## src/rtl/edge_corner_finder_pkg.sv

```systemverilog
// Shared widths, state encoding and corner-metric helpers for the edge-map corner finder.
package edge_corner_finder_pkg;

  localparam int ADDR_W     = 19;
  localparam int X_W        = 10;
  localparam int Y_W        = 9;
  localparam int ROW_STRIDE = 1024;

  typedef enum logic [1:0] {
    ST_IDLE   = 2'd0,
    ST_SCAN   = 2'd1,
    ST_DRAIN  = 2'd2,
    ST_FINISH = 2'd3
  } state_e;

  typedef struct packed {
    logic [X_W-1:0] x;
    logic [Y_W-1:0] y;
  } point_t;

  // s = x + y, ranks pixels along the TL..BR diagonal
  function automatic logic [10:0] sum_of(input point_t p);
    return {1'b0, p.x} + {2'b00, p.y};
  endfunction

  // d = x - y, ranks pixels along the BL..TR diagonal
  function automatic logic signed [10:0] diff_of(input point_t p);
    return $signed({1'b0, p.x}) - $signed({2'b00, p.y});
  endfunction

endpackage

```

## src/rtl/edge_corner_finder_corner_tracker.sv

```systemverilog
// Keeps the four extreme edge pixels seen so far; strict compares keep the earliest pixel on ties.
module corner_tracker
  import edge_corner_finder_pkg::*;
(
  input  logic           clk,
  input  logic           reset,
  input  logic           clear,
  input  logic           sample_valid,
  input  logic           edge_bit,
  input  logic [X_W-1:0] x,
  input  logic [Y_W-1:0] y,
  output logic           valid,
  output point_t         tl,
  output point_t         tr,
  output point_t         bl,
  output point_t         br
);

  logic   valid_q, valid_d;
  point_t tl_q, tl_d, tr_q, tr_d, bl_q, bl_d, br_q, br_d;
  point_t pix;

  always_comb begin
    valid_d = valid_q;
    tl_d    = tl_q;
    tr_d    = tr_q;
    bl_d    = bl_q;
    br_d    = br_q;
    pix     = '{x: x, y: y};
    if (clear) begin
      valid_d = 1'b0;
      tl_d    = '0;
      tr_d    = '0;
      bl_d    = '0;
      br_d    = '0;
    end else if (sample_valid && edge_bit) begin
      if (!valid_q) begin
        valid_d = 1'b1;
        tl_d    = pix;
        tr_d    = pix;
        bl_d    = pix;
        br_d    = pix;
      end else begin
        if (sum_of(pix) < sum_of(tl_q))   tl_d = pix;
        if (sum_of(pix) > sum_of(br_q))   br_d = pix;
        if (diff_of(pix) > diff_of(tr_q)) tr_d = pix;
        if (diff_of(pix) < diff_of(bl_q)) bl_d = pix;
      end
    end
  end

  always_ff @(posedge clk) begin
    if (reset) begin
      valid_q <= 1'b0;
      tl_q    <= '0;
      tr_q    <= '0;
      bl_q    <= '0;
      br_q    <= '0;
    end else begin
      valid_q <= valid_d;
      tl_q    <= tl_d;
      tr_q    <= tr_d;
      bl_q    <= bl_d;
      br_q    <= br_d;
    end
  end

  assign valid = valid_q;
  assign tl    = tl_q;
  assign tr    = tr_q;
  assign bl    = bl_q;
  assign br    = br_q;

endmodule

```

## src/rtl/edge_corner_finder.sv

```systemverilog
// Scans the 1-bit edge map row-major and reports the four document corners with a start/done handshake.
// Handshake: start is honoured only in IDLE; done pulses for one cycle while the corner outputs are valid.
module edge_corner_finder
  import edge_corner_finder_pkg::*;
#(
  parameter int IMG_WIDTH    = 640,
  parameter int IMG_HEIGHT   = 480,
  parameter int READ_LATENCY = 2
) (
  input  logic              clk,
  input  logic              reset,
  input  logic              start,
  output logic              done,
  output logic [ADDR_W-1:0] read_addr,
  input  logic              read_data,
  output logic              found,
  output logic [X_W-1:0]    tl_x,
  output logic [X_W-1:0]    tr_x,
  output logic [X_W-1:0]    bl_x,
  output logic [X_W-1:0]    br_x,
  output logic [Y_W-1:0]    tl_y,
  output logic [Y_W-1:0]    tr_y,
  output logic [Y_W-1:0]    bl_y,
  output logic [Y_W-1:0]    br_y,
  output state_e            state_dbg
);

  localparam int DRAIN_W = (READ_LATENCY > 1) ? $clog2(READ_LATENCY) : 1;

  state_e               state_q, state_d;
  logic [X_W-1:0]       x_q, x_d;
  logic [Y_W-1:0]       y_q, y_d;
  logic [DRAIN_W-1:0]   drain_q, drain_d;
  logic                 clear;
  logic                 last_pix, fin;

  logic [READ_LATENCY-1:0] pipe_v_q, pipe_v_d;
  point_t                  pipe_pt_q [READ_LATENCY];
  point_t                  pipe_pt_d [READ_LATENCY];

  logic   trk_valid, out_found_q, out_found_d;
  point_t trk_tl, trk_tr, trk_bl, trk_br;
  point_t out_tl_q, out_tr_q, out_bl_q, out_br_q;
  point_t out_tl_d, out_tr_d, out_bl_d, out_br_d;
  point_t show_tl, show_tr, show_bl, show_br;

  assign last_pix = (x_q == X_W'(IMG_WIDTH - 1)) && (y_q == Y_W'(IMG_HEIGHT - 1));
  assign fin      = (state_q == ST_FINISH);

  always_comb begin
    state_d = state_q;
    x_d     = x_q;
    y_d     = y_q;
    drain_d = drain_q;
    clear   = 1'b0;
    unique case (state_q)
      ST_IDLE: begin
        x_d = '0;
        y_d = '0;
        if (start) begin
          state_d = ST_SCAN;
          clear   = 1'b1;
        end
      end
      ST_SCAN: begin
        if (last_pix) begin
          state_d = ST_DRAIN;
          drain_d = '0;
        end else if (x_q == X_W'(IMG_WIDTH - 1)) begin
          x_d = '0;
          y_d = y_q + Y_W'(1);
        end else begin
          x_d = x_q + X_W'(1);
        end
      end
      ST_DRAIN: begin
        // address holds here while the last reads return
        if (drain_q == DRAIN_W'(READ_LATENCY - 1)) state_d = ST_FINISH;
        else drain_d = drain_q + DRAIN_W'(1);
      end
      ST_FINISH: begin
        state_d = ST_IDLE;
        x_d     = '0;
        y_d     = '0;
      end
      default: state_d = ST_IDLE;
    endcase
  end

  // Coordinates ride alongside the memory pipeline so each read_data bit meets its own pixel.
  always_comb begin
    pipe_v_d[0]  = (state_q == ST_SCAN);
    pipe_pt_d[0] = '{x: x_q, y: y_q};
    for (int i = 1; i < READ_LATENCY; i++) begin
      pipe_v_d[i]  = pipe_v_q[i-1];
      pipe_pt_d[i] = pipe_pt_q[i-1];
    end
  end

  always_comb begin
    out_found_d = out_found_q;
    out_tl_d    = out_tl_q;
    out_tr_d    = out_tr_q;
    out_bl_d    = out_bl_q;
    out_br_d    = out_br_q;
    if (fin) begin
      out_found_d = trk_valid;
      out_tl_d    = trk_tl;
      out_tr_d    = trk_tr;
      out_bl_d    = trk_bl;
      out_br_d    = trk_br;
    end
  end

  always_ff @(posedge clk) begin
    if (reset) begin
      state_q     <= ST_IDLE;
      x_q         <= '0;
      y_q         <= '0;
      drain_q     <= '0;
      pipe_v_q    <= '0;
      out_found_q <= 1'b0;
      out_tl_q    <= '0;
      out_tr_q    <= '0;
      out_bl_q    <= '0;
      out_br_q    <= '0;
    end else begin
      state_q     <= state_d;
      x_q         <= x_d;
      y_q         <= y_d;
      drain_q     <= drain_d;
      pipe_v_q    <= pipe_v_d;
      out_found_q <= out_found_d;
      out_tl_q    <= out_tl_d;
      out_tr_q    <= out_tr_d;
      out_bl_q    <= out_bl_d;
      out_br_q    <= out_br_d;
    end
    pipe_pt_q <= pipe_pt_d;
  end

  corner_tracker u_tracker (
    .clk          (clk),
    .reset        (reset),
    .clear        (clear),
    .sample_valid (pipe_v_q[READ_LATENCY-1]),
    .edge_bit     (read_data),
    .x            (pipe_pt_q[READ_LATENCY-1].x),
    .y            (pipe_pt_q[READ_LATENCY-1].y),
    .valid        (trk_valid),
    .tl           (trk_tl),
    .tr           (trk_tr),
    .bl           (trk_bl),
    .br           (trk_br)
  );

  // During FINISH the tracker is already final, so it is shown directly while being latched.
  assign show_tl = fin ? trk_tl : out_tl_q;
  assign show_tr = fin ? trk_tr : out_tr_q;
  assign show_bl = fin ? trk_bl : out_bl_q;
  assign show_br = fin ? trk_br : out_br_q;

  assign done      = fin;
  assign found     = fin ? trk_valid : out_found_q;
  assign read_addr = {y_q, x_q};
  assign tl_x      = show_tl.x;
  assign tl_y      = show_tl.y;
  assign tr_x      = show_tr.x;
  assign tr_y      = show_tr.y;
  assign bl_x      = show_bl.x;
  assign bl_y      = show_bl.y;
  assign br_x      = show_br.x;
  assign br_y      = show_br.y;
  assign state_dbg = state_q;

endmodule
```

## config.mk

```make
export PLATFORM = sky130hd
export DESIGN_NAME = edge_corner_finder
export DESIGN_NICKNAME = d
export VERILOG_FILES = /design/src/rtl/edge_corner_finder_pkg.sv /design/src/rtl/edge_corner_finder_corner_tracker.sv /design/src/rtl/edge_corner_finder.sv
export SDC_FILE = /design/constraint.sdc
export NUM_CORES = 1
export LEC_CHECK = 0
export ABC_AREA = 1
export BUFFER_PORTS_ARGS = -buffer_cell sky130_fd_sc_hd__buf_2
export CAP_MARGIN = 30
export CORE_ASPECT_RATIO = 1.25
export CORE_MARGIN = 4
export CORE_UTILIZATION = 62
export CTS_CLUSTER_SIZE = 12
export DETAILED_ROUTE_END_ITERATION = 7
export PLACE_DENSITY = 0.83
export SLEW_MARGIN = 25
export SYNTH_ARGS = -nofsm -noshare
export SYNTH_HDL_FRONTEND = slang
export SYNTH_HIERARCHICAL = 1
export SYNTH_SLANG_ARGS = --single-unit
```

## constraint.sdc

```tcl
create_clock -name clk -period 9.65 [get_ports clk]
set_clock_uncertainty 0.15 [all_clocks]
set_input_delay 0.965 -clock clk [delete_from_list [all_inputs] [get_ports clk]]
set_output_delay 0.965 -clock clk [all_outputs]
set_load 0.02 [all_outputs]
```

# [Word-level counts from Yosys, hierarchy flattened]
# Index checks and enable logic that the tools add are counted.
[word_totals] output_inout_bits=99 input_bits=4 ff_bits=216 elab_cells=97
[classes] eq_ne=14 magnitude_cmp=4 add_sub_neg=9 n_mux=28 n_reduce_logical=15
[op_table] cell="19-bit two-way mux" count=12
[op_table] cell="10-bit by 9-bit adder with 11-bit output" count=3
[op_table] cell="10-bit by 9-bit subtractor with 11-bit output" count=3
[op_table] cell="11-bit > comparator" count=2
[op_table] cell="11-bit < comparator" count=2
[op_table] cell="10-bit two-way mux" count=2
[op_table] cell="10-bit case mux with 2 select lines" count=1
[op_table] cell="9-bit two-way mux" count=2
[op_table] cell="9-bit case mux with 2 select lines" count=1
[op_table] cell="2-bit inequality test (second input constant)" count=8
[op_table] cell="2-bit AND reduction" count=6
[op_table] cell="10-bit by 1-bit adder with 10-bit output (second input constant)" count=1
[op_table] cell="10-bit equality test (second input constant)" count=1
[op_table] cell="9-bit by 1-bit adder with 9-bit output (second input constant)" count=1
[op_table] cell="9-bit equality test (second input constant)" count=1
[op_table] cell="2-bit case mux with 4 select lines" count=1
[op_table] cell="2-bit two-way mux" count=3
[op_table] cell="3-bit AND reduction" count=2
[op_table] cell="1-bit two-way mux" count=5
[op_table] cell="2-bit equality test (second input constant)" count=2
[op_table] cell="2-bit nonzero test" count=2
[op_table] cell="2-bit OR reduction" count=2
[op_table] cell="2-bit by 1-bit equality test with 1-bit output (second input constant)" count=1
[op_table] cell="1-bit logical AND" count=2
[op_table] cell="4 further kinds" count=4

# [Longest topological paths before layout]
[logic_depth] ltp_word=4 depth_mapped=27 mapped_depth_nobuf=25

# [Modules after synthesis]
# The synthesis kept the hierarchy.
[by_module_without_submodules] mod="corner_tracker" seq_area_each_um2=1541.5 area_each_um2=6188.4 cells_per_inst=848 n_inst=1
[by_module_without_submodules] mod="edge_corner_finder" seq_area_each_um2=2782.7 area_each_um2=5321.4 cells_per_inst=715 n_inst=1

# [Worst setup path before layout]
# No wires, ideal clock.
[synth_timing] path_type="register to register" startpoint="reg pipe_pt_q[2] (netlist bit)" endpoint="reg u_tracker.br_q (netlist bit u_tracker/br[10])" path_slack_ps=5766 period_less_slack_ps=3884 n_path_buf=3 setup_ps=128 required_ps=9372 stages_incl_launch_ff=26 arrival_ps=3605 cell_sequence="dfxtp_1 > inv_1 > ha_1 > buf_4 > nor2_1 > nand2_1 > and2_1 > o31ai_1 > a21oi_1 > o21bai_1 > nand2_1 > nand2_1 > a21oi_1 > xor2_1 > ha_1 > nand2_1 > nor4_1 > nand2_1 > o2111ai_1 > o41ai_1 > nand2_1 > nand2_1 > inv_1 > clkbuf_1 > clkbuf_1 > a21oi_1"
[synth_via] elab_chain_len=4
[synth_rtl] element="start: declaration" line="edge_corner_finder.sv:38" rtl="point_t pipe_pt_q [READ_LATENCY];"
[synth_rtl] element="start signal: assignment" line="edge_corner_finder.sv:139" rtl="pipe_pt_q <= pipe_pt_d;"
[synth_rtl] element="10-bit by 9-bit adder with 11-bit output" line="edge_corner_finder_pkg.sv:23" rtl="return {1'b0, p.x} + {2'b00, p.y};"
[synth_rtl] element="11-bit > comparator" line="edge_corner_finder_corner_tracker.sv:45" rtl="if (sum_of(pix) > sum_of(br_q)) br_d = pix;"
[synth_rtl] element="2-bit inequality test (no line)"
[synth_rtl] element="2-bit AND reduction (no line)"
[synth_rtl] element="end signal: assignment" line="edge_corner_finder_corner_tracker.sv:64" rtl="br_q <= br_d;"
[synth_rtl] element="end: declaration" line="edge_corner_finder_corner_tracker.sv:20" rtl="point_t tl_q, tl_d, tr_q, tr_d, bl_q, bl_d, br_q, br_d;"
# Every way passes these cells.
# A chain may end at the register's enable or synchronous reset.

# [Worst setup path in the final report]
[layout_timing] startpoint="reg pipe_pt_q[2] (netlist bit)" endpoint="reg u_tracker.br_q (netlist bit u_tracker/br[13])"
# Same word-level chain as after synthesis.

==> implementation parameters <==
Parameter                              Value

Status
  Result of the run ... completed

Flow run
  Number of max-cap violations ... 0

Placed design
  Routability Congestion ... 0.975
  Post-DP HPWL ... 19,500 um
  PortBufs ... ~100
  Instance area at placement ... 11,900 um2
  DP Cell Count ... around 1,800

Critical path
  Slowest stage cell on the critical path ... sky130_fd_sc_hd__ha_1
  Cell Chain, Critical Path ... inv_1 > ha_1 > nor2_1 > nand2_1 > and2_1 > o31ai_1 > a21oi_1 > o21bai_1 > nand2_1 > nand2_1 > a21oi_1 > xor2_1 > ha_1 > nand2_1 > nor4_1 > nand2_1 > o2111ai_1 > o41ai_1 > nand2_1 > nand2_1 > inv_1 > buf_8 > o21ai_0 > a21oi_1
  CP peak stage delay ... 0.42 ns
  Type of the worst setup path ... flip-flop to flip-flop
  Cell family with the largest share of critical-path delay ... compound AO/OA/AOI/OAI gates
  Element type at the critical path end ... flip-flop
  CP Buf/Inv Count ... 3
  Data arrival time at the worst-slack endpoint ... 4.68 ns
  Worst EP required ... 9.92 ns
  Critical path peak fanout ... 31
  Startpoint class of the critical path ... flip-flop
  Cell seen most often among critical-path stages ... sky130_fd_sc_hd__nand2_1

Floorplan
  Overall die area ... approximately 21,000 um2
  Core area ... 18,200 um2
  Die extent in x ... between 100 and 150 um
  Boundary pin count ... 103
  Number of placement rows ... 55
  Height of the die ... 160 um
  Starting utilization of the core area ... 63.4%

STA
  Slew margin rel. ... around 36%
  Hold violation total from the final report ... 0
  Share of the cycle needed by the critical path after routing ... 45.6%
  Unrepaired setup endpoints after global routing ... no
  Final setup violation count ... 0
  Minimum clock period ... 4.40 ns
  Least-Margin Pin Slew ... 0.967 ns
  Setup_tns ... 0 ns
  Pins Over Slew Limit ... 0
  Worst hold margin ... around 0.18 ns
  Timing-limited maximum frequency ... 227 MHz

Final layout
  Post-layout instance count excluding filler cells ... 1,846
  Post-layout util ... between 60% and 70%
  Total Nets Final ... 1,719
  Area Overhead vs Synth ... 9.43%
  Filler instances ... 1,572
  Cell area after layout ... around 13,000 um2
  Fraction of layout cells with a size suffix above 1 ... 12.5%
  Antenna fix cells ... 0

Synth
  Share of synthesized area occupied by flip-flops and latches ... 37.6%
  Synthesis Warnings ... 6
  Cell count after synthesis ... about 1,600
  Parity-gate share of the synthesized area counting xor and xnor cells ... under 10%
  Post-synthesis cell area ... 11,500 um2
  Average footprint of a synthesized cell ... 7.36 um2
  Fraction of synthesized area in multiplexers ... 0%
  Largest area contributor in the netlist ... sky130_fd_sc_hd__dfxtp_1
  Number of nets produced by synthesis ... around 1,700
  Top post-synthesis cells by area ... sky130_fd_sc_hd__dfxtp_1 38%, sky130_fd_sc_hd__nand2_1 15%, sky130_fd_sc_hd__ha_1 10%
  Unique cell type count in the Yosys netlist ... 45
  Simple-Gate Fraction of Synth Area ... 24.6%
  Total of flip-flops plus latches after synthesis ... 216
  Synthesized-area fraction occupied by adder cells ... 11.5%
  Share of the synthesized area in the top cell type ... 37.6%
  Area fraction in compound gates after synthesis ... 14.5%
  Combinational family with the most area after synthesis ... simple AND/OR/NAND/NOR gates

Routing
  Pre-Repair DR Iteration Count ... 8
  Post-detailed-route count of antenna-violating nets ... 0
  Iteration-0 DRC count of the detailed router ... around 700
  DR vias ... 10,100
  Final routed wirelength across all metal layers ... 27,400 um
  DRC errors left ... 0
  Vias/cell ... 5.46
  Post-DR wirelength/cell ... 14.8 um

Clocking
  Post-CTS setup-driven buffer insertion count ... 0
  Total of cells resized after clock tree synthesis ... 0
  Post-CTS Hold Fix Bufs ... 0
  Clk slew on worst S/H paths ... 0.06 ns
  CTS Buffer Depth ... 3
  CTS HTree Levels ... 1
  TritonCTS Buffers ... 22
  Clock root buffer ... sky130_fd_sc_hd__clkbuf_16
  Clock sink count ... 216
  Worst-Skew Late Latency ... about 0.5 ns
  Clock tree from TritonCTS ... done

Global route
  Via count of the first global-routing pass ... 9,138
  GRT Util Overall ... 25.7%
  Initial antenna violation count ... 0
  Maximum number of pins on one net before global-route repair ... 92
  Wire length of the first global-routing pass ... 44,000 um
  Total overflow reported by the global router ... 0

Pwr
  Total power density per cell area ... 225 nW/um2
  Static Leakage ... 6.11 nW
  VDD IR max ... between 0.15 and 0.2 mV

Min path
  Type of the tightest min-delay check ... flip-flop to flip-flop
-- final timing paths --
check        cells after the start  slack [ns]                 start                       endpoint
min reg2reg                      0        0.18  pipe_pt_d[9]$_DFF_P_           pipe_pt_q[9]$_DFF_P_
max                             24        5.25  pipe_pt_q[2]$_DFF_P_  u_tracker/br[13]$_SDFFE_PP0P_
min                              0        0.18  pipe_pt_d[9]$_DFF_P_           pipe_pt_q[9]$_DFF_P_
max reg2reg                     24        5.25  pipe_pt_q[2]$_DFF_P_  u_tracker/br[13]$_SDFFE_PP0P_
-- metal layers --
metal,part of all wire (%),wire length [um],global-route usage [%],vias up
li1,-,-,-,5143
met1,42,11400,33.3,4536
met2,46,12600,41.4,316
met3,6.6,1800,3.46,83
met4,5.8,1580,13.6,0
met5,0,0,0,-
-- worst register-to-register path, delay by kind of cell (launching register included) --
kind | cells | cell delay, ns
adders and majority gates | 2 | 0.74
DFF | 1 | 0.35
buffers and inverters | 3 | 0.57
and+or+nand+nor | 10 | 1.11
xor gates and xnor gates | 1 | 0.18
AOI/OAI and AO/OA | 8 | 1.22
-- area by class of cell --
class / count / area, um2 / area share, %
Inverter: 143 / 537 / 4.26
Sequential cell: 216 / 4320 / 34.3
Tap cell: 228 / 285 / 2.27
Timing Repair Buffer: 110 / 598 / 4.75
Multi-Input combinational cell: 1120 / 6200 / 49.2
Clock inverter: 1 / 30.0 / 0.238
Clock buffer: 28 / 624 / 4.96
-- flip-flops by register name, summed over array words and instances (netlist names) --
name / cells
u_tracker/tl: 19
drain_q: 1
pipe_v_q: 2
u_tracker/tr: 19
y_q: 9
pipe_pt_d: 19
out_bl_q: 19
out_found_q: 1
out_tr_q: 19
out_br_q: 19
u_tracker/br: 19
x_q: 10
state_dbg: 2
pipe_pt_q: 19
out_tl_q: 19
u_tracker/bl: 19
u_tracker/valid: 1
-- kinds of logic after synthesis --
family	Yosys count
buffers and inverters	227
flip-flops	216
adder cells (fa/ha/maj)	102
AND/OR/NAND/NOR	668
XOR/XNOR	42
AO/OA/AOI/OAI	308
-- cells in the final DEF, fill, tap and decap left out, drive strengths merged, types with 2 or more instances in the layout --
master   Yosys  final
nand2      457    457
a21oi      223    223
dfxtp      216    216
inv        141    142
buf         44    110
ha          96     96
nor2        95     95
nand3       93     93
o21ai       56     56
clkbuf      40     28
xor2        25     25
xnor2       17     17
nand4       14     14
o21bai      12     12
fa           6      6
nor3         4      4
a21o         4      4
or2          2      2
o31ai        2      2
a31oi        2      2
o21a         2      2
o2111ai      2      2
-- power breakdown --
group	switching (mW)	internal, mW
registers	0.0454	0.942
clock network	0.323	0.473
logic	0.669	0.382
total	1.04	1.80
-- Yosys cell counts, drive strengths merged --
| cell type | n |
|---|---|
| dfxtp | 216 |
| nor2 | 95 |
| or2 | 2 |
| nor4 | 1 |
| a31oi | 2 |
| xor2 | 25 |
| nand3 | 93 |
| o21bai | 12 |
| xnor2 | 17 |
| o41ai | 1 |
| a211oi | 1 |
| clkinv | 2 |
| nand2 | 457 |
| clkbuf | 40 |
| ha | 96 |
| o22ai | 1 |
| a21oi | 223 |
| nand3b | 1 |
| o2111ai | 2 |
| and2 | 1 |
| a21o | 4 |
| inv | 141 |
| fa | 6 |
| nor3 | 4 |
| a211o | 1 |
| buf | 44 |
| o21a | 2 |
| o21ai | 56 |
| a21boi | 1 |
| nand4 | 14 |
| o31ai | 2 |
-- per-stage QoR --
stage                     worst slack, ns  power, mW
after floorplan                      5.77       1.81
after global routing                 4.85       3.01
after global placement               5.29       1.98
final                                5.25       2.83
after detailed placement             5.00       2.03
after CTS                            4.98       2.83
Power figures use the tool's default switching activity.
